$ cat src/rtl/fpu_pkg.sv
// Shared definitions for the FPU issue/capture stage: opcodes, FSM states,
// and the opcode-to-latency-class mapping.
package fpu_pkg;

  localparam logic [4:0] FADD   = 5'b00001;
  localparam logic [4:0] FSUB   = 5'b00010;
  localparam logic [4:0] FMUL   = 5'b00011;
  localparam logic [4:0] FDIV   = 5'b00100;
  localparam logic [4:0] FSQRT  = 5'b01101;
  localparam logic [4:0] FMADD  = 5'b01110;
  localparam logic [4:0] FMSUB  = 5'b01111;
  localparam logic [4:0] FNMADD = 5'b10000;
  localparam logic [4:0] FNMSUB = 5'b10001;
  localparam logic [4:0] FCLASS = 5'b10100;

  typedef enum logic [1:0] {
    IDLE = 2'b00,
    EXEC = 2'b01,
    DONE = 2'b10
  } state_t;

  typedef enum logic [2:0] {
    LC_ADDSUB,
    LC_MUL,
    LC_DIV,
    LC_FMA,
    LC_OTHER
  } lat_class_t;

  // Every opcode not named here, including undefined codes, is LC_OTHER.
  function automatic lat_class_t lat_class(input logic [4:0] sel);
    case (sel)
      FADD, FSUB:                     lat_class = LC_ADDSUB;
      FMUL:                           lat_class = LC_MUL;
      FDIV, FSQRT:                    lat_class = LC_DIV;
      FMADD, FMSUB, FNMADD, FNMSUB:   lat_class = LC_FMA;
      FCLASS:                         lat_class = LC_OTHER;
      default:                        lat_class = LC_OTHER;
    endcase
  endfunction

  // A zero latency would never let the counter reach 1, so it behaves as 1.
  function automatic int unsigned lat_clamp(input int unsigned l);
    return (l == 0) ? 1 : l;
  endfunction

  function automatic int unsigned lat_max(input int unsigned a, input int unsigned b,
                                          input int unsigned c, input int unsigned d,
                                          input int unsigned e);
    int unsigned m;
    m = lat_clamp(a);
    if (lat_clamp(b) > m) m = lat_clamp(b);
    if (lat_clamp(c) > m) m = lat_clamp(c);
    if (lat_clamp(d) > m) m = lat_clamp(d);
    if (lat_clamp(e) > m) m = lat_clamp(e);
    return m;
  endfunction

endpackage

$ cat src/rtl/fpu_issue_ctrl_if.sv
// Issue and writeback valid/ready handshakes of the FPU issue stage.
interface fpu_issue_ctrl_if;
  logic        IN_VALID;
  logic        IN_READY;
  logic [31:0] IN_DATA1;
  logic [31:0] IN_DATA2;
  logic [31:0] IN_DATA3;
  logic [4:0]  IN_SELECT;
  logic [4:0]  IN_RD;
  logic        OUT_VALID;
  logic        OUT_READY;
  logic [31:0] OUT_RESULT;
  logic [4:0]  OUT_RD;

  // Pipeline side: upstream issuer and writeback consumer.
  modport master (
    output IN_VALID, IN_DATA1, IN_DATA2, IN_DATA3, IN_SELECT, IN_RD, OUT_READY,
    input  IN_READY, OUT_VALID, OUT_RESULT, OUT_RD
  );

  // Issue stage side.
  modport slave (
    input  IN_VALID, IN_DATA1, IN_DATA2, IN_DATA3, IN_SELECT, IN_RD, OUT_READY,
    output IN_READY, OUT_VALID, OUT_RESULT, OUT_RD
  );
endinterface

$ cat src/rtl/fpu_latency_lut.sv
// Combinational opcode -> multicycle latency lookup.
module fpu_latency_lut
  import fpu_pkg::*;
#(
  parameter int unsigned LAT_ADDSUB = 2,
  parameter int unsigned LAT_MUL    = 3,
  parameter int unsigned LAT_DIV    = 8,
  parameter int unsigned LAT_FMA    = 5,
  parameter int unsigned LAT_OTHER  = 1,
  parameter int unsigned CW         = 4
) (
  input  logic [4:0]    i_select,
  output logic [CW-1:0] o_lat
);

  // Map the opcode class to its clamped latency.
  always_comb begin
    case (lat_class(i_select))
      LC_ADDSUB: o_lat = CW'(lat_clamp(LAT_ADDSUB));
      LC_MUL:    o_lat = CW'(lat_clamp(LAT_MUL));
      LC_DIV:    o_lat = CW'(lat_clamp(LAT_DIV));
      LC_FMA:    o_lat = CW'(lat_clamp(LAT_FMA));
      default:   o_lat = CW'(lat_clamp(LAT_OTHER));
    endcase
  end

endmodule

$ cat src/rtl/fpu_issue_ctrl.sv
// Issue/capture stage in front of the combinational FPU: registers the
// operands, holds them for the opcode's multicycle latency, captures the
// result and hands it to writeback.
module fpu_issue_ctrl
  import fpu_pkg::*;
#(
  parameter int unsigned LAT_ADDSUB = 2,
  parameter int unsigned LAT_MUL    = 3,
  parameter int unsigned LAT_DIV    = 8,
  parameter int unsigned LAT_FMA    = 5,
  parameter int unsigned LAT_OTHER  = 1
) (
  input  logic               CLK,
  input  logic               RESETN,
  fpu_issue_ctrl_if.slave    bus,
  input  logic               FLUSH,
  output logic [31:0]        FPU_DATA1,
  output logic [31:0]        FPU_DATA2,
  output logic [31:0]        FPU_DATA3,
  output logic [4:0]         FPU_SELECT,
  input  logic [31:0]        FPU_RESULT,
  output logic               BUSY
);

  localparam int unsigned LMAX = lat_max(LAT_ADDSUB, LAT_MUL, LAT_DIV, LAT_FMA, LAT_OTHER);
  localparam int unsigned CW   = $clog2(LMAX + 1);

  state_t        r_state;
  logic [CW-1:0] r_cnt;
  logic [31:0]   r_d1, r_d2, r_d3, r_res;
  logic [4:0]    r_sel, r_rd;
  logic          r_valid, r_busy;
  logic [CW-1:0] w_lat;
  logic          w_in_ready;
  logic          w_accept;

  fpu_latency_lut #(
    .LAT_ADDSUB (LAT_ADDSUB),
    .LAT_MUL    (LAT_MUL),
    .LAT_DIV    (LAT_DIV),
    .LAT_FMA    (LAT_FMA),
    .LAT_OTHER  (LAT_OTHER),
    .CW         (CW)
  ) u_lut (
    .i_select (bus.IN_SELECT),
    .o_lat    (w_lat)
  );

  // Ready in IDLE, or in DONE when writeback is draining the result; never on FLUSH.
  always_comb begin
    w_in_ready = 1'b0;
    if (!FLUSH) begin
      w_in_ready = (r_state == IDLE) || ((r_state == DONE) && bus.OUT_READY);
    end
    w_accept = bus.IN_VALID && w_in_ready;
  end

  // Issue FSM. Acceptance from IDLE and the back-to-back path out of DONE
  // share a single branch, so a DONE cycle with a new op goes straight to EXEC.
  always_ff @(posedge CLK or negedge RESETN) begin
    if (!RESETN) begin
      r_state <= IDLE;
      r_cnt   <= '0;
      r_d1    <= '0;
      r_d2    <= '0;
      r_d3    <= '0;
      r_sel   <= '0;
      r_res   <= '0;
      r_rd    <= '0;
      r_valid <= 1'b0;
      r_busy  <= 1'b0;
    end else if (FLUSH) begin
      r_state <= IDLE;
      r_valid <= 1'b0;
      r_busy  <= 1'b0;
    end else if (w_accept) begin
      r_d1    <= bus.IN_DATA1;
      r_d2    <= bus.IN_DATA2;
      r_d3    <= bus.IN_DATA3;
      r_sel   <= bus.IN_SELECT;
      r_rd    <= bus.IN_RD;
      r_cnt   <= w_lat;
      r_state <= EXEC;
      r_valid <= 1'b0;
      r_busy  <= 1'b1;
    end else begin
      case (r_state)
        EXEC: begin
          r_cnt <= r_cnt - CW'(1);
          if (r_cnt == CW'(1)) begin
            r_res   <= FPU_RESULT;
            r_state <= DONE;
            r_valid <= 1'b1;
          end
        end
        DONE: begin
          if (bus.OUT_READY) begin
            r_state <= IDLE;
            r_valid <= 1'b0;
            r_busy  <= 1'b0;
          end
        end
        default: ;
      endcase
    end
  end

  assign bus.IN_READY   = w_in_ready;
  assign bus.OUT_VALID  = r_valid;
  assign bus.OUT_RESULT = r_res;
  assign bus.OUT_RD     = r_rd;
  assign FPU_DATA1      = r_d1;
  assign FPU_DATA2      = r_d2;
  assign FPU_DATA3      = r_d3;
  assign FPU_SELECT     = r_sel;
  assign BUSY           = r_busy;

endmodule

$ cat src/flat_wrapper.sv
// flat-port wrapper written by rule: the top's interface ports become plain ports
module fpu_issue_ctrl_flat import fpu_pkg::*;
#(
  parameter int unsigned LAT_ADDSUB = 2,
  parameter int unsigned LAT_MUL    = 3,
  parameter int unsigned LAT_DIV    = 8,
  parameter int unsigned LAT_FMA    = 5,
  parameter int unsigned LAT_OTHER  = 1
)
  (CLK, RESETN, FLUSH, FPU_DATA1, FPU_DATA2, FPU_DATA3, FPU_SELECT, FPU_RESULT, BUSY, bus_IN_VALID, bus_IN_DATA1, bus_IN_DATA2, bus_IN_DATA3, bus_IN_SELECT, bus_IN_RD, bus_OUT_READY, bus_IN_READY, bus_OUT_VALID, bus_OUT_RESULT, bus_OUT_RD);
  fpu_issue_ctrl_if bus_i ();
  input  logic CLK;
  input  logic RESETN;
  input  logic FLUSH;
  output logic [31:0] FPU_DATA1;
  output logic [31:0] FPU_DATA2;
  output logic [31:0] FPU_DATA3;
  output logic [4:0] FPU_SELECT;
  input  logic [31:0] FPU_RESULT;
  output logic BUSY;
  input wire logic [$bits(bus_i.IN_VALID)-1:0] bus_IN_VALID;
  input wire logic [$bits(bus_i.IN_DATA1)-1:0] bus_IN_DATA1;
  input wire logic [$bits(bus_i.IN_DATA2)-1:0] bus_IN_DATA2;
  input wire logic [$bits(bus_i.IN_DATA3)-1:0] bus_IN_DATA3;
  input wire logic [$bits(bus_i.IN_SELECT)-1:0] bus_IN_SELECT;
  input wire logic [$bits(bus_i.IN_RD)-1:0] bus_IN_RD;
  input wire logic [$bits(bus_i.OUT_READY)-1:0] bus_OUT_READY;
  output wire logic [$bits(bus_i.IN_READY)-1:0] bus_IN_READY;
  output wire logic [$bits(bus_i.OUT_VALID)-1:0] bus_OUT_VALID;
  output wire logic [$bits(bus_i.OUT_RESULT)-1:0] bus_OUT_RESULT;
  output wire logic [$bits(bus_i.OUT_RD)-1:0] bus_OUT_RD;
  assign bus_i.IN_VALID = bus_IN_VALID;
  assign bus_i.IN_DATA1 = bus_IN_DATA1;
  assign bus_i.IN_DATA2 = bus_IN_DATA2;
  assign bus_i.IN_DATA3 = bus_IN_DATA3;
  assign bus_i.IN_SELECT = bus_IN_SELECT;
  assign bus_i.IN_RD = bus_IN_RD;
  assign bus_i.OUT_READY = bus_OUT_READY;
  assign bus_IN_READY = bus_i.IN_READY;
  assign bus_OUT_VALID = bus_i.OUT_VALID;
  assign bus_OUT_RESULT = bus_i.OUT_RESULT;
  assign bus_OUT_RD = bus_i.OUT_RD;
  fpu_issue_ctrl #(.LAT_ADDSUB(LAT_ADDSUB), .LAT_MUL(LAT_MUL), .LAT_DIV(LAT_DIV), .LAT_FMA(LAT_FMA), .LAT_OTHER(LAT_OTHER)) u_core (.CLK(CLK), .RESETN(RESETN), .bus(bus_i), .FLUSH(FLUSH), .FPU_DATA1(FPU_DATA1), .FPU_DATA2(FPU_DATA2), .FPU_DATA3(FPU_DATA3), .FPU_SELECT(FPU_SELECT), .FPU_RESULT(FPU_RESULT), .BUSY(BUSY));
endmodule
$ cat config.mk
export PLATFORM = sky130hd
export DESIGN_NAME = fpu_issue_ctrl_flat
export DESIGN_NICKNAME = d
export VERILOG_FILES = /design/src/rtl/fpu_pkg.sv /design/src/rtl/fpu_issue_ctrl_if.sv /design/src/rtl/fpu_latency_lut.sv /design/src/rtl/fpu_issue_ctrl.sv /design/src/flat_wrapper.sv
export SDC_FILE = /design/constraint.sdc
export NUM_CORES = 1
export LEC_CHECK = 0
export CELL_PAD_IN_SITES_DETAIL_PLACEMENT = 0
export CELL_PAD_IN_SITES_GLOBAL_PLACEMENT = 1
export CORE_MARGIN = 2
export CORE_UTILIZATION = 34
export CTS_CLUSTER_SIZE = 30
export DETAILED_ROUTE_END_ITERATION = 10
export PLACE_DENSITY_LB_ADDON = 0.1
export SYNTH_ARGS = -nofsm -noshare
export SYNTH_HDL_FRONTEND = slang
export SYNTH_SLANG_ARGS = --single-unit
$ cat constraint.sdc
create_clock -name CLK -period 3.65 [get_ports CLK]
set_input_delay 0.9125 -clock CLK [delete_from_list [all_inputs] [get_ports CLK]]
set_output_delay 0.9125 -clock CLK [all_outputs]
set_load 0.1 [all_outputs]
# Word-level counts from Yosys, hierarchy flattened
# Memories as Yosys holds them, arrays and structs flattened.
# Cells that the tools add are included.
word_totals:
  register_bits: 146
  latchBits: 0
  ramBits: 0
  romBits: 96
  input_bits: 143
  output_inout_bits: 141
  wordCells: 53
  memories: 1
mem_list:
  columns: ["memory", "depth", "width", "rd", "rd_ports_with_merged_regs", "wr", "line", "rtl"]
  rows:
  - ["(name not given)", 32, 3, 1, 0, 0, "fpu_pkg.sv:32", "case (sel)"]
op_classes:
  addsub: 1
  n_mul: 0
  div: 0
  order_cmp: 0
  eq_ne: 8
  shift: 0
  mux: 17
  bitwise: 2
  n_reduce_logical: 14
op_table:
  columns: ["operator", "n"]
  rows:
  - ["4-bit one-hot mux with 4 select lines", 1]
  - ["1-bit 2-to-1 mux", 8]
  - ["2-bit 2-to-1 mux", 4]
  - ["4-bit 2-to-1 mux", 2]
  - ["3-bit by 2-bit equality test with 1-bit output (second input constant)", 2]
  - ["2-bit AND reduction", 3]
  - ["3-bit nonzero test", 2]
  - ["4-bit by 1-bit equality test with 1-bit output (second input constant)", 1]
  - ["4-bit by 2-bit inequality test with 1-bit output (second input constant)", 1]
  - ["4-bit by 3-bit inequality test with 1-bit output (second input constant)", 1]
  - ["2-bit one-hot mux with 2 select lines", 1]
  - ["4-bit AND reduction", 1]
  - ["4-bit nonzero test", 1]
  - ["4-bit by 1-bit subtractor with 4-bit output (second input constant)", 1]
  - ["3-bit by 1-bit equality test with 1-bit output (second input constant)", 1]
  - ["3-bit zero test", 1]
  - ["3-bit AND reduction", 1]
  - ["2-bit by 1-bit equality test with 1-bit output (second input constant)", 1]
  - ["2-bit equality test (second input constant)", 1]
  - ["1-bit logical AND", 2]
  - ["2-bit zero test", 1]
  - ["1-bit NOT", 2]
  - ["1-bit one-hot mux with 2 select lines", 1]
  - ["2-bit nonzero test", 1]
  - ["1-bit logical OR", 1]

# Depth between registers and ports, before layout
# Gate-level depths: netlist of the first run.
logic_depth:
  depth_word: 7
  ltp_mapped: 7
  depth_no_buf: 5

# Modules after synthesis
# From an unflattened synthesis of the first run, not the netlist that was laid out.
hier_totals:
  hier_cells: 353
  hier_area_um2: 5945.7
modules_own_cells:
  columns: ["mod", "instances", "cells_each", "area_per_inst_um2", "seq_area_each_um2"]
  rows:
  - ["fpu_issue_ctrl", 1, 341, 5864.4, 3628.5]
  - ["fpu_latency_lut", 1, 12, 81.3, 0.0]

# Worst setup path after synthesis of the first run
# Ideal clock, no wire load.
synth_path:
  path_kind: "reg2out"
  from: "reg u_core.r_state[1]"
  to: "out bus_IN_READY"
  arrival_ns: 3.211
  required_time_ns: 2.738
  path_slack_ns: -0.473
  stages_incl_launch_ff: 3
  path_buffers: 0
  path_cell_list: "dfrtp_1 and2b_1 nor3_1"
synth_between:
  elab_chain_cells: 4
  word_cells_on_any_way: 5
  classes_between: "eq/ne: 1; mux: 1; reduce/logical: 3"
synth_lines:
  columns: ["element", "line", "rtl"]
  rows:
  - ["start, declared", "fpu_issue_ctrl.sv:28", "state_t r_state;"]
  - ["start signal, assigned", "fpu_issue_ctrl.sv:62", "r_state <= IDLE;"]
  - ["start signal, assigned", "fpu_issue_ctrl.sv:73", "r_state <= IDLE;"]
  - ["start signal, assigned", "fpu_issue_ctrl.sv:83", "r_state <= EXEC;"]
  - ["2-bit equality test", "fpu_issue_ctrl.sv:53", "w_in_ready = (r_state == IDLE) || ((r_state == DONE) && bus.OUT_READY);"]
  - ["1-bit logical AND", "fpu_issue_ctrl.sv:53", null]
  - ["1-bit logical OR *", "fpu_issue_ctrl.sv:53", null]
  - ["1-bit 2-to-1 mux *", "fpu_issue_ctrl.sv:52", "if (!FLUSH) begin"]
  - ["end, declared", "flat_wrapper.sv:28", "output wire logic [$bits(bus_i.IN_READY)-1:0] bus_IN_READY;"]
# Every way passes the cells marked *; elsewhere a longest branch is shown, timed or not.

# Worst setup path in the final report of the first run
layout_path:
  from: "in bus_OUT_READY"
  to: "out bus_IN_READY"
layout_between:
  elab_chain_cells: 3
layout_lines:
  columns: ["element", "line", "rtl"]
  rows:
  - ["start, declared", "flat_wrapper.sv:27", "input wire logic [$bits(bus_i.OUT_READY)-1:0] bus_OUT_READY;"]
  - ["1-bit logical AND", "fpu_issue_ctrl.sv:53", null]
  - ["1-bit logical OR", "fpu_issue_ctrl.sv:53", null]
  - ["1-bit 2-to-1 mux", "fpu_issue_ctrl.sv:52", null]
# Every way passes these cells.

==> impl_metrics.csv, run 1 <==
group,metric,value,unit
drt,drc,0,
clocking,h-tree-depth,4,
logic_synthesis,synth_flop_cell,"dfrtp_1",
final_layout,layout.nets,784,
grt,grt_pass1_vias,4189,
worst_setup_path,arrival,2090,ps
drt,wl_per_cell,16.45,um
logic_synthesis,synthArstFlopShare,100.0,%
final_layout,antennaDiodeCount,0,
drt,drt_first_pass_iters,4,
die,initial_core_util,34.60,%
worst_hold_path,hp-class,"flop to flop",
final_layout,final_cell_area,9220,um2
status,status,"finished, final reports clean",
final_layout,drive_gt1_share,23.54,%
worst_setup_path,start_kind,"primary input",
flow_run,drv_cap,0,
logic_synthesis,synth_largest_area_cell,"dfrtp_1",
grt,grt_usage,16.46,%
worst_setup_path,critPathMaxFanout,4,
logic_synthesis,syn_area,5697,um2
sta,setup_tns,0,ps
logic_synthesis,ys_ff_latch,145,
worst_setup_path,worstSetupPathType,"primary input to output pin",
final_layout,multi_input_area,1898,um2
final_layout,synthToLayoutAreaGrowth,61.85,%
logic_synthesis,avgSynthCellArea,16.23,um2
logic_synthesis,yosysSeqAreaShare,63.69,%
clocking,clock_path_buffers,2,
clocking,cts_hold_buf,0,
worst_setup_path,end_kind,"output pin",
die,die_w,133.4,um
logic_synthesis,syn_inst,351,
final_layout,final_cell_mix,"clkdlybuf4s50_1 (238), dfrtp_1 (145), mux2_2 (71)",
placement,place_area,8641,um2
sta,slew_headroom,32.06,%
logic_synthesis,synthTopCellsByArea,"dfrtp_1 (64%), mux2_2 (14%), mux2_1 (13%), buf_6 (2.0%), xnor2_1 (0.46%)",
drt,routed_wirelength,14.31,mm
worst_setup_path,rr_worst_depth,4,
die,die_h,133.4,um
die,core.rowCount,47,
placement,gp_congestion,0.7299,
logic_synthesis,yosysWarnings,0,
worst_setup_path,cp.required,2740,ps
sta,tightest_slew,1016,ps
drt,drt_iter0_drc,104,
grt,overflow,0,
final_layout,finalCoreUtilization,56.00,%
clocking,clk_latency,410,ps
logic_synthesis,synth.distinct_cells,36,
final_layout,instances_no_fill,870,
sta,rsz0062_at_grt,"no",
sta,finClkSkew,5.404,ps
grt,grt_pass1_wl,22.43,mm
die,io_pins,284,
drt,antenna_left,0,
sta,period_needed,3005,ps
logic_synthesis,synth_edf_count,0,
die,die_area,17810,um2
clocking,cts_root_buf,"clkbuf_16",
grt,met2_usage,27.75,%
placement,port_buffers,283,
clocking,cts-buffers-inserted,17,
final_layout,seq_area,3628,um2
sta,fin_crit_sh,82.33,%
worst_hold_path,hold_path_depth,1,
sta,finalHoldViolCount,0,
clocking,cts_setup_buffers,0,
clocking,cts_tree,"yes",
logic_synthesis,yosys.area.top_type_share,63.69,%
drt,vias,3916,
sta,drv_slew,0,
grt,antenna_found_initial,0,
clocking,clock-sinks,145,
grt,grt-busiest-layer,"met2",
sta,fmax,0.3328,GHz
clocking,clk_pin_slew,60,ps
grt,gr-usage-met3,5.289,%
placement,dp_hpwl,10.72,mm
sta,setup-violations-final,0,
die,core_area,16470,um2
placement,place_inst,840,
final_layout,layout_commonest_cell,"clkdlybuf4s50_1",
grt,grt_start_max_net_pins,91,
logic_synthesis,synth.net_count,496,
grt,use_met1,18.70,%
final_layout,fillers,1379,
clocking,ctsResizeCount,0,
drt,viasPerCell,4.501,
-- sequential cells by signal, summed over array words and instances, names as in the netlist --
| signal | cells |
|---|---|
| u_core.BUSY | 1 |
| u_core.bus.OUT_RESULT | 32 |
| u_core.FPU_DATA2 | 32 |
| u_core.r_state | 2 |
| u_core.FPU_SELECT | 5 |
| u_core.FPU_DATA1 | 32 |
| u_core.r_cnt | 4 |
| u_core.bus.OUT_RD | 5 |
| u_core.FPU_DATA3 | 32 |
-- worst paths after layout --
| kind | start | endpoint | slack, ps |
|---|---|---|---|
| setup / recovery | bus_OUT_READY | bus_IN_READY | 640 |
| min in group asynchronous | RESETN | u_core.FPU_DATA2[27] | 560 |
| setup reg to reg | u_core.r_state[1] | u_core.FPU_DATA2[16] | 1670 |
| max in group asynchronous | RESETN | u_core.FPU_DATA1[20] | 2240 |
| hold reg to reg | u_core.FPU_DATA1[16] | u_core.FPU_DATA1[16] | 480 |
| hold / removal | u_core.FPU_DATA1[16] | u_core.FPU_DATA1[16] | 480 |
-- critical path, cell delays in order --
cell	delay, ps
clkdlybuf4s50_1	520
and2b_1	250
nor3_2	190
buf_12	210
-- metrics by stage --
stage | hold WS, ps | setup WS, ps
3_5_place_dp | 473.7 | 634.6
2_1_floorplan | 545.5 | 386.0
4_1_cts | 486.3 | 635.7
5_1_grt | 497.2 | 586.5
6_report | 481.9 | 644.9
3_3_place_gp | 466.3 | 636.3
-- area by class of cell --
cell class / instances / area share (%)
clock buffers: 25 / 5.157
clock inverters: 5 / 1.126
inverters: 2 / 0.08142
multi-input cells: 184 / 20.59
flip-flops and latches: 145 / 39.35
well taps: 220 / 2.985
repair buffers: 289 / 30.71
-- per-layer routing --
layer | vias to the layer above | share of wire (%)
met3 | 30 | 6.4
met1 | 1913 | 39
met4 | 0 | 3.5
li1 | 1820 | -
met5 | - | 0
met2 | 153 | 52
-- Yosys cell counts (3+ instances only) --
| master | instances |
|---|---|
| buf_2 | 5 |
| buf_6 | 10 |
| mux2_1 | 67 |
| nor2_1 | 6 |
| xnor2_1 | 3 |
| dfrtp_1 | 145 |
| mux2_2 | 71 |
| buf_4 | 3 |
| nand2_1 | 3 |
-- kinds of logic (layout without fill, tap and decap cells) --
logic type | after synthesis | after routing | share of synthesized area (%)
muxes | 140 | 140 | 27.63
xor gates and xnor gates | 5 | 5 | 0.7689
adders and majority gates | 2 | 2 | 0.4392
and+or+nand+nor | 28 | 28 | 3.427
AOI/OAI and AO/OA | 9 | 9 | 0.9665
DFF | 145 | 145 | 63.69
buffers and inverters | 22 | 321 | 3.075
Power of run 1 is left out: the tool's default activity adds up to more than one toggle a clock period on the data nets, which glitch-free logic cannot reach.
==> run 2: changes to the inputs <==
CORE_UTILIZATION = 28   (was 34)
clock period = 2.5 ns   (was 3.65 ns; I/O delays follow)
==> impl_metrics.csv, run 2 (same netlist as run 1, synthesis figures left out) <==
group,metric,value,unit
worst_setup_path,slowest_stage,"clkdlybuf4s50_1",
worst_setup_path,startpoint,"bus_OUT_READY",
final_layout,antennaDiodeCount,0,
clocking,clk_latency,420,ps
die,die_area,21500,um2
die,die_w,146.6,um
worst_setup_path,crit_family,"buffers and inverters",
worst_setup_path,start_kind,"primary input",
drt,vias,3958,
worst_setup_path,worstSetupPathType,"primary input to output pin",
sta,fin_crit_sh,96.31,%
clocking,clock_path_buffers,2,
drt,drc,0,
worst_setup_path,arrival,1780,ps
sta,finClkSkew,7.939,ps
drt,antenna_left,0,
grt,grt_usage,13.90,%
final_layout,drive_gt1_share,40.30,%
placement,port_buffers,283,
die,die_h,146.6,um
sta,drv_slew,0,
clocking,cts_root_buf,"clkbuf_16",
final_layout,layout_commonest_cell,"buf_4",
worst_setup_path,cp.required,1880,ps
clocking,cts-buffers-inserted,17,
sta,setup-violations-final,0,
placement,gp_congestion,0.7286,
grt,grt_pass1_wl,23.21,mm
final_layout,synthToLayoutAreaGrowth,61.92,%
grt,antenna_found_initial,0,
die,core_area,20100,um2
sta,tightest_slew,420.8,ps
worst_setup_path,r2r-start,"u_core.r_state[1]",
sta,slew_headroom,71.95,%
final_layout,final_cell_mix,"buf_4 (147), dfrtp_1 (144), clkdlybuf4s50_1 (141)",
clocking,cts_hold_buf,0,
grt,overflow,0,
status,status,"finished, final reports clean",
drt,drt_first_pass_iters,4,
sta,period_needed,2408,ps
flow_run,drv_cap,0,
clocking,h-tree-depth,4,
sta,fmax,0.4153,GHz
clocking,cts_setup_buffers,0,
sta,setup_tns,0,ps
sta,rsz0062_at_grt,"no",
worst_setup_path,path_cells,"clkdlybuf4s50_1, and2b_1, nor3_4, buf_12",
die,core.rowCount,52,
worst_setup_path,critPathMaxStageDelay,470,ps
sta,finalHoldViolCount,0,
die,initial_core_util,28.34,%
drt,drt_iter0_drc,81,
final_layout,layout.nets,793,
die,io_pins,284,
grt,grt_pass1_vias,4171,
worst_setup_path,critPathMaxFanout,3,
clocking,ctsResizeCount,0,
worst_hold_path,hp-class,"primary input to async pin",
grt,grt_start_max_net_pins,73,
worst_setup_path,cp_num_buf_inv,2,
drt,wl_per_cell,15.90,um
drt,routed_wirelength,14.79,mm
drt,viasPerCell,4.256,
worst_setup_path,end_kind,"output pin",
clocking,cts_tree,"yes",
placement,dp_hpwl,11.06,mm
clocking,clk_pin_slew,60,ps
clocking,clock-sinks,145,
run 2: cell types whose count changed in the layout (fill, tap and decap cells not counted), sizes merged:
cell	delta
clkbuf	-7
clkinv	+1
clkinvlp	+3
bufinv	+2
inv	+2
clkdlybuf4s50	-97
buf	+106
run 2: worst paths after layout:
| kind | slack, ps | depth (start not counted) | end |
|---|---|---|---|
| setup / recovery | 90 | 4 | bus_IN_READY |
| hold / removal | 20 | 1 | u_core.bus.OUT_RESULT[24] |
| setup reg to reg | 740 | 5 | u_core.FPU_DATA2[26] |
| hold reg to reg | 480 | 1 | u_core.FPU_DATA1[2] |
| max in group asynchronous | 1830 | 2 | u_core.FPU_SELECT[3] |
| min in group CLK | 480 | 1 | u_core.FPU_DATA1[2] |
run 2: cell type report:
type / instances / area (um2)
clock buffer: 18 / 429.2
clock inverter: 13 / 209.0
fill: 1832 / 10880
inverter: 2 / 7.507
multi-input combinational: 184 / 1904
sequential: 145 / 3630
tap: 270 / 337.8
timing repair buffer: 298 / 2706
run 2: per-layer routing:
metal | wire length [um] | GRT usage, %
met1 | 5653 | 15.69
met4 | 254 | 4.951
met5 | 0 | 0
met2 | 7864 | 24.72
met3 | 1013 | 4.344
run 2: per-stage QoR:
stage | util [%] | std cells | setup slack [ps] | area [um2] | hold WS, ps
2_1_floorplan | - | 351 | 117.5 | 5709 | 329.4
4_1_cts | 45.88 | 930 | 79.62 | 9224 | 7.010
3_5_place_dp | 42.71 | 899 | 65.41 | 8586 | 457.5
5_1_grt | 45.88 | 930 | 54.73 | 9224 | 5.587
6_report | 45.88 | 930 | 92.24 | 9224 | 23.04
3_3_place_gp | 42.71 | 899 | 77.75 | 8586 | 457.0
run 2: worst reg2reg max path, delay by kind of cell, from the launching register on:
family	cells	cell delay (ps)
multiplexers	1	350
flip-flops	1	460
buffers and inverters	2	380
AND/OR/NAND/NOR	2	440
Power of run 2 is left out for the same reason.
==> edit, RTL diff (settings of run 2) <==
`LAT_OTHER` is set to 1 in 3 places; all go to 2.
--- a/src/rtl/fpu_latency_lut.sv
+++ b/src/rtl/fpu_latency_lut.sv
@@ -6,7 +6,7 @@
   parameter int unsigned LAT_MUL    = 3,
   parameter int unsigned LAT_DIV    = 8,
   parameter int unsigned LAT_FMA    = 5,
-  parameter int unsigned LAT_OTHER  = 1,
+  parameter int unsigned LAT_OTHER  = 2,
   parameter int unsigned CW         = 4
 ) (
   input  logic [4:0]    i_select,
--- a/src/rtl/fpu_issue_ctrl.sv
+++ b/src/rtl/fpu_issue_ctrl.sv
@@ -8,7 +8,7 @@
   parameter int unsigned LAT_MUL    = 3,
   parameter int unsigned LAT_DIV    = 8,
   parameter int unsigned LAT_FMA    = 5,
-  parameter int unsigned LAT_OTHER  = 1
+  parameter int unsigned LAT_OTHER  = 2
 ) (
   input  logic               CLK,
   input  logic               RESETN,
--- a/src/flat_wrapper.sv
+++ b/src/flat_wrapper.sv
@@ -5,7 +5,7 @@
   parameter int unsigned LAT_MUL    = 3,
   parameter int unsigned LAT_DIV    = 8,
   parameter int unsigned LAT_FMA    = 5,
-  parameter int unsigned LAT_OTHER  = 1
+  parameter int unsigned LAT_OTHER  = 2
 )
   (CLK, RESETN, FLUSH, FPU_DATA1, FPU_DATA2, FPU_DATA3, FPU_SELECT, FPU_RESULT, BUSY, bus_IN_VALID, bus_IN_DATA1, bus_IN_DATA2, bus_IN_DATA3, bus_IN_SELECT, bus_IN_RD, bus_OUT_READY, bus_IN_READY, bus_OUT_VALID, bus_OUT_RESULT, bus_OUT_RD);
   fpu_issue_ctrl_if bus_i ();
Function: changed (a bounded check fails within 4 cycles, from zero or initial values and one cycle with RESETN low).
==> edit against run 2 <==
- synthesized area rose by 0.22%
- final cell count is 0.32% lower
- non-clock buffer count shrank 5
- sequential cell count stayed put
- critical endpoint unchanged
- routed wire length grew 2.4%
- critical path type unchanged
- cell area grew 0.34%
- setup slack better by 0.12 ns
- via count is 1.5% lower
Power is left out: the tool's default activity adds up to more than one toggle a clock period on the data nets, which glitch-free logic cannot reach.
==> edit: results (changes against run 2) <==
<table>
<tr><th>Metric</th><th>Value</th></tr>
<tr><th colspan="2">Synthesis</th></tr>
<tr><td>Cell types with the highest counts after synthesis</td><td>dfrtp_1 (145), mux2_2 (89), mux2_4 (30), mux2_1 (18), buf_2 (8)</td></tr>
<tr><td>Cells taking the most area after synthesis</td><td>dfrtp_1 (64%), mux2_2 (18%), mux2_4 (7.9%)</td></tr>
<tr><td>Syn_area_per_cell</td><td>16.5 sq um (+1.4%)</td></tr>
<tr><td>Mapped Nets</td><td>492 (-0.81%)</td></tr>
<tr><td>Fraction of the yosys area taken by sequential cells</td><td>63.6% (-0.14 points)</td></tr>
<tr><td>Count of cell types in the netlist</td><td>28 (-22%)</td></tr>
<tr><th colspan="2">Placed design</th></tr>
<tr><td>Weighted congestion at the end of routability-driven global placement</td><td>0.721 (-1.0%)</td></tr>
<tr><td>Count of placed standard cells including taps</td><td>895 (-0.44%)</td></tr>
<tr><th colspan="2">Routing</th></tr>
<tr><td>Detailed-routing iteration count for the pre-antenna-repair pass</td><td>4 (unchanged)</td></tr>
<tr><td>Drt total wl</td><td>15100 um (+2.4%)</td></tr>
<tr><td>Total number of vias</td><td>3899 (-1.5%)</td></tr>
<tr><th colspan="2">GRT</th></tr>
<tr><td>Total routing resource utilization after global routing</td><td>14.1% (+0.25 points)</td></tr>
<tr><td>Met2 Usage GRT</td><td>24.2% (-0.52 points)</td></tr>
<tr><td>Pin count of the biggest net entering global routing</td><td>44 (-40%)</td></tr>
<tr><td>Via count of the first global-routing pass</td><td>4324 (+3.7%)</td></tr>
<tr><th colspan="2">Worst setup path</th></tr>
<tr><td>Source of the worst register-to-register timing path</td><td>u_core.r_cnt[1]$_DFFE_PN0P_</td></tr>
<tr><td>Origin of the worst setup path</td><td>FLUSH</td></tr>
<tr><td>Critical path peak fanout</td><td>6 (+3)</td></tr>
<tr><td>Worst r2r dst</td><td>u_core.bus.OUT_RESULT[25]$_DFFE_PN0P_</td></tr>
<tr><td>Path depth of the worst reg2reg path</td><td>6 (+1)</td></tr>
<tr><td>Arrival @ worst endpoint</td><td>1.66 ns (-0.12 ns)</td></tr>
<tr><th colspan="2">Run status</th></tr>
<tr><td>Run status</td><td>complete, no violations</td></tr>
<tr><th colspan="2">Timing</th></tr>
<tr><td>Clock tree skew after final layout</td><td>0.00900 ns (+0.00106 ns)</td></tr>
<tr><td>Worst-margin pin slew</td><td>0.559 ns (+0.138 ns)</td></tr>
<tr><th colspan="2">Final layout</th></tr>
<tr><td>Layout filler cell count</td><td>1801 (-1.7%)</td></tr>
<tr><td>Count of non-filler cells in the finished layout</td><td>927 (-0.32%)</td></tr>
<tr><td>Ratio of cells with drive above 1 in the final layout</td><td>46.4% (+6.1 points)</td></tr>
<tr><td>Number of nets in the layout</td><td>789 (-0.50%)</td></tr>
</table>
edit: changes by cell type in the layout (fill, tap and decap cells not counted), moves of 2 or more:
cell               run 2  this run
nor3_1                 1         4
mux2_1                67        18
or4b_2                 2         0
a21oi_1                2         5
clkinvlp_4             3         1
mux2_4                 0        30
buf_12                 9         7
mux2_2                71        89
nand2b_1               1         3
nor2b_1                1         3
o21ai_0                2         4
nand4b_1               2         0
buf_4                147       144
edit: kinds of logic (layout without fill, tap and decap cells):
logic type      count (synthesis)  count (layout)  synth area share (%)
flops                         145             145                  63.6
mux                           138             138                  29.2
simple gates                   26              26                  2.76
buf+inv                        18             328                  2.02
compound gates                 13              13                  1.29
xor+xnor                        5               5                 0.767
fa+ha+maj                       2               2                 0.438
edit: stage by stage:
step / hold WS, ns / worst slack (ns) / instance area [sq um]
2_1_floorplan: 0.329 / 0.0113 / 5720
3_3_place_gp: 0.472 / 0.165 / 8610
3_5_place_dp: 0.484 / 0.138 / 8610
4_1_cts: 0.105 / 0.190 / 9260
5_1_grt: 0.116 / 0.146 / 9260
6_report: 0.110 / 0.215 / 9260
edit: final cells by class:
| type | instances | area, sq um | area share, % |
|---|---|---|---|
| flip-flops and latches | 145 | 3630 | 39.2 |
| repair buffers | 293 | 2640 | 28.6 |
| multi-input cells | 184 | 1980 | 21.4 |
| clock buffers | 20 | 447 | 4.83 |
| well taps | 270 | 338 | 3.65 |
| clock inverters | 12 | 203 | 2.19 |
| inverters | 3 | 11.3 | 0.122 |
edit: critical path: stages:
cell             delay [ns]
clkdlybuf4s50_1        0.56
nor3_4                 0.26
buf_12                 0.20
edit: routing by layer:
metal	part of all wire (%)	vias up
li1	-	1815
met1	39	1915
met2	51	149
met3	7.4	20
met4	2.4	0
met5	0	-
